`config.mk`:
```
export PLATFORM = sky130hd
export DESIGN_NAME = rv32v_fetch2_stage
export DESIGN_NICKNAME = d
export VERILOG_FILES = /design/src/rtl/rv32v_fetch2_stage.sv
export SDC_FILE = /design/constraint.sdc
export NUM_CORES = 1
export LEC_CHECK = 0
export ABC_AREA = 1
export CAP_MARGIN = 10
export CORE_AREA = 4 4 119 121
export DETAILED_ROUTE_END_ITERATION = 8
export DIE_AREA = 0 0 123 125
export PLACE_DENSITY_LB_ADDON = 0.08
export SYNTH_ARGS = -nofsm -noshare
export SYNTH_HDL_FRONTEND = slang
export SYNTH_SLANG_ARGS = --single-unit
```
`constraint.sdc`:
```
create_clock -name CLK -period 9.4 [get_ports CLK]
set_input_delay 1.88 -clock CLK [delete_from_list [all_inputs] [get_ports CLK]]
set_output_delay 1.88 -clock CLK [all_outputs]
set_load 0.03 [all_outputs]
```
`src/rtl/rv32v_fetch2_stage.sv`:
```
// Fetch2 stage: classifies fetch1 beats, buffers them in a small FIFO and presents
// the head entry to decode. Halts intake after a faulted/misaligned beat until flush.
module rv32v_fetch2_stage #(
  parameter int          DEPTH     = 2,
  parameter logic [31:0] NOP_INSTR = 32'h0000_0013
) (
  input  logic        CLK,
  input  logic        RST,
  input  logic        flush,
  input  logic        f1_valid,
  input  logic [31:0] f1_instr,
  input  logic [31:0] f1_pc,
  input  logic        f1_fault,
  output logic        f1_ready,
  input  logic        dec_ready,
  output logic        dec_valid,
  output logic [31:0] instr,
  output logic        mal_insn,
  output logic        fault_insn,
  output logic [31:0] dec_pc
);

  // state  | meaning
  // S_RUN  | accepting beats while the FIFO has room
  // S_HALT | a bad beat was accepted; intake closed until flush, decode drains
  typedef enum logic {S_RUN = 1'b0, S_HALT = 1'b1} state_t;

  localparam int AW = (DEPTH > 1) ? $clog2(DEPTH) : 1;
  localparam logic [AW:0] DEPTH_C = (AW + 1)'(DEPTH);

  state_t      r_state;
  logic [AW-1:0] r_wr_ptr;
  logic [AW-1:0] r_rd_ptr;
  logic [AW:0]   r_count;
  logic [31:0]   r_instr [DEPTH];
  logic [31:0]   r_pc    [DEPTH];
  logic          r_mal   [DEPTH];
  logic          r_flt   [DEPTH];

  logic w_full;
  logic w_empty;
  logic w_mal;
  logic w_flt;
  logic w_push;
  logic w_pop;

  assign w_full  = (r_count == DEPTH_C);
  assign w_empty = (r_count == '0);
  assign w_mal   = (f1_pc[1:0] != 2'b00);
  assign w_flt   = f1_fault & ~w_mal;

  // Ready depends only on registered state, so a full FIFO refuses even when decode pops.
  assign f1_ready = (r_state == S_RUN) & ~w_full;
  assign dec_valid = ~w_empty;

  assign w_push = f1_valid & f1_ready & ~flush;
  assign w_pop  = dec_valid & dec_ready & ~flush;

  always_ff @(posedge CLK) begin
    if (RST || flush) begin
      r_state  <= S_RUN;
      r_wr_ptr <= '0;
      r_rd_ptr <= '0;
      r_count  <= '0;
    end else begin
      if (w_push) begin
        r_instr[r_wr_ptr] <= (w_mal || w_flt) ? NOP_INSTR : f1_instr;
        r_pc[r_wr_ptr]    <= f1_pc;
        r_mal[r_wr_ptr]   <= w_mal;
        r_flt[r_wr_ptr]   <= w_flt;
        r_wr_ptr          <= r_wr_ptr + 1'b1;
        if (w_mal || w_flt) begin
          r_state <= S_HALT;
        end
      end
      if (w_pop) begin
        r_rd_ptr <= r_rd_ptr + 1'b1;
      end
      if (w_push && !w_pop) begin
        r_count <= r_count + 1'b1;
      end else if (w_pop && !w_push) begin
        r_count <= r_count - 1'b1;
      end
    end
  end

  assign instr      = w_empty ? NOP_INSTR : r_instr[r_rd_ptr];
  assign mal_insn   = w_empty ? 1'b0      : r_mal[r_rd_ptr];
  assign fault_insn = w_empty ? 1'b0      : r_flt[r_rd_ptr];
  assign dec_pc     = w_empty ? 32'h0     : r_pc[r_rd_ptr];

endmodule

```
==> summary.md <==
| Metric | Value |
|---|---|
| Element type at the critical path start | flop |
| Slew @ Worst Pin | 1.04 ns |
| Flop pwr share | 45.9% |
| Vias in the first global route | 3946 |
| Max-Cap Viols | 0 |
| Worst-case clock buffer depth | 2 |
| Tcrit/Tclk final | 54.8% |
| Synth top area cells | edfxtp_1 69%, nand2_1 9.4%, a21oi_2 9.1%, inv_1 2.7%, nor2_1 2.6% |
| Worst setup EP type | primary output |
| Post-synth cell types | 20 |
| CP Max Fanout | 37 |
| Most common cell in the netlist | nand2_1 |
| Synth area leader | edfxtp_1 |
| Warnings, synthesis | 0 |
| Most frequent cells after synthesis | 144 x nand2_1, 132 x edfxtp_1, 60 x a21oi_2 |
| Sw Ratio | 21.1% |
| Initial Util | 44.1% |
| Antenna Cells | 0 |
| Clk pwr share | 45.4% |
| Die height | 125 um |
| Total track usage | 17.0% |
| Setup WS pre-CTS | 4.60 ns |
| Critical Path RT | 7.52 ns |
| Post-route setup TNS | 0 ns |
| CP arrival | 3.28 ns |
| Clock Skew | 0.00759 ns |
| Post-DP Area | 0.00725 mm2 |
| Status | completed |
| Root Buffer | clkbuf_16 |
| Per-cell routed wire length | 15.9 um |
| Number of synthesized flops with an enable pin | 132 |
| R2R Setup Slk | 6.47 ns |
| Clock Latency Late Sink | 0.40 ns |
| Hold path depth | 2 |
| Site Rows | 42 |
| Async SR Flop Fraction | 0% |
| Core Area | 0.0131 mm2 |
| Maximum vdd drop | 0.117 mV |
| First-pass GRT wire length | 20000 um |
| Int Pwr | 1.18 mW |
| Total power | 1.50 mW |
| Drt drc | 0 |
| WHS | 0.514 ns |
| Post-CTS Setup Bufs | 0 |
| Synth Instances | 470 |
| Post_cts resized | 0 |
| Fin util | 60.2% |
| Number of buffers created by CTS | 17 |
| Cts hold-fix bufs | 0 |
| IO Pins | 138 |
| Total leakage power | 2.81 nW |
| Comb pwr share | 8.7% |
| Slew margin rel. | 30.6% |
| Hold EP | r_wr_ptr |
| Cell Count, Final, Fillers Out | 798 |
| Dpl hpwl | 7750 um |
| Area Overhead vs Synth | 36.5% |
| Clk slew on worst S/H paths | 0.06 ns |
| Initial detailed-routing violation count | 278 |
| Final WL | 12700 um |
| Largest net degree at the start of global routing | 67 |
| Synth top area share | 68.7% |
| DR vias | 3777 |
| Die X | 123 um |
| Mean post-synth cell area | 12.3 um2 |
| Max Slew Vio Count | 0 |
| CTS tree | done |
| RD Place Congestion | 0.709 |
| Setup Crit Path Kind | flop to primary output |
| Net switching power figure | 0.315 mW |
| Max frequency | 194 MHz |
| Design area | 0.00788 mm2 |
| Hold Path Class | flop to flop |
| Shortest period the worst path allows | 5.16 ns |
| Proportion of layout cells with a drive suffix above 1 | 16.7% |
| Top_reg_cell synth | edfxtp_1 |
| Seq/Total Area, Yosys | 70.8% |
| Clock sink total | 138 |
| Pre-antenna DRT Iters | 4 |
| PortBufs | 137 |
| Hold Fails Final Rpt | 0 |
| H-tree Lvls | 4 |
| Count of final setup violators | 0 |
| Initial antenna violation count | 0 |
| Reg2reg end | r_count[1] |
| Nets | 680 |
| R2R cell count | 10 |
| Setup ws final | 4.24 ns |
| Reg2reg start | r_count[1] |
| Antenna-violating nets left | 0 |
| Synthesized net count | 541 |
| DR vias/cell | 4.73 |
| Synth Register Bits | 138 |
| Die footprint | 0.0154 mm2 |
| RSZ-0062 raised after global routing | false |
| Mapped Area | 0.00577 mm2 |
| Total grt overflow | 0 |
| HP Start | r_wr_ptr |
| Cell count after placement | 765 |
| Pwr/cell area | 190 mW/mm2 |
==> cells by family (layout without fill, tap and decap cells) <==
kind of cell | count (synthesis) | count (layout) | share of synthesized area, %
AO/OA/AOI/OAI | 67 | 67 | 9.91
adder cells (fa/ha/maj) | 1 | 1 | 0.217
buffers and inverters | 67 | 219 | 5.90
flip-flops | 138 | 138 | 70.8
AND/OR/NAND/NOR | 197 | 197 | 13.2
==> flip-flops by register name, summed over array words and instances (netlist names), named ones only <==
register,count
r_count,2
r_flt,2
r_instr,64
r_mal,2
r_pc,64
r_rd_ptr,1
r_state,1
r_wr_ptr,1
==> layer usage <==
| layer | global-route usage (%) | part of all wire [%] | up-vias |
|---|---|---|---|
| li1 | - | - | 1858 |
| met1 | 20.1 | 42 | 1798 |
| met2 | 29.5 | 51 | 104 |
| met3 | 5.37 | 6.0 | 17 |
| met4 | 5.47 | 1.4 | 0 |
| met5 | 0 | 0 | - |
==> power by group through the flow <==
stage	combinational, mW	clock, mW	sequential, mW
finish	0.131	0.679	0.686
global route	0.141	0.717	0.686
CTS	0.133	0.691	0.686
detailed placement	0.132	0	0.698
global placement	0.130	0	0.698
floorplan	0.0691	0	0.700
==> worst max-delay path, stage by stage, from the launching register on <==
cell             delay [ns]
dfxtp_1                0.38
nor2_4                 0.83
buf_4                  0.67
inv_1                  0.18
nand3_1                0.12
clkdlybuf4s50_1        0.67
==> how the worst max path moves through the flow <==
stage / end / start
global route: instr[4] / r_count[1]
CTS: instr[1] / r_count[1]
global placement: instr[4] / r_count[1]
finish: instr[1] / r_count[1]
detailed placement: instr[1] / r_count[1]
floorplan: r_flt[0] / RST
==> placed cells by master (no fill, tap or decap) <==
| cell | instances |
|---|---|
| edfxtp_1 | 132 |
| nor4_2 | 1 |
| bufinv_16 | 4 |
| buf_4 | 6 |
| clkinvlp_4 | 4 |
| clkbuf_1 | 2 |
| dfxtp_1 | 5 |
| nand3_1 | 7 |
| nand4_1 | 1 |
| inv_1 | 42 |
| clkinv_2 | 2 |
| dfxtp_2 | 1 |
| a21oi_1 | 5 |
| clkdlybuf4s50_1 | 137 |
| clkinv_1 | 2 |
| nor2_4 | 2 |
| o21ai_1 | 1 |
| a21oi_2 | 60 |
| or2_2 | 3 |
| clkbuf_16 | 17 |
| inv_2 | 1 |
| clkinv_4 | 1 |
| a21oi_4 | 1 |
| nor2_1 | 39 |
| buf_12 | 1 |
| nand2_1 | 144 |
| ha_1 | 1 |
==> layout make-up <==
type	instances	area (um2)
clock inverters	13	176
fillers	1059	5210
well taps	176	220
repair buffers	144	1440
multi-input cells	265	1370
inverters	43	161
flip-flops and latches	138	4090
clock buffers	19	433
No activity file was read; power rests on OpenSTA's default activity.
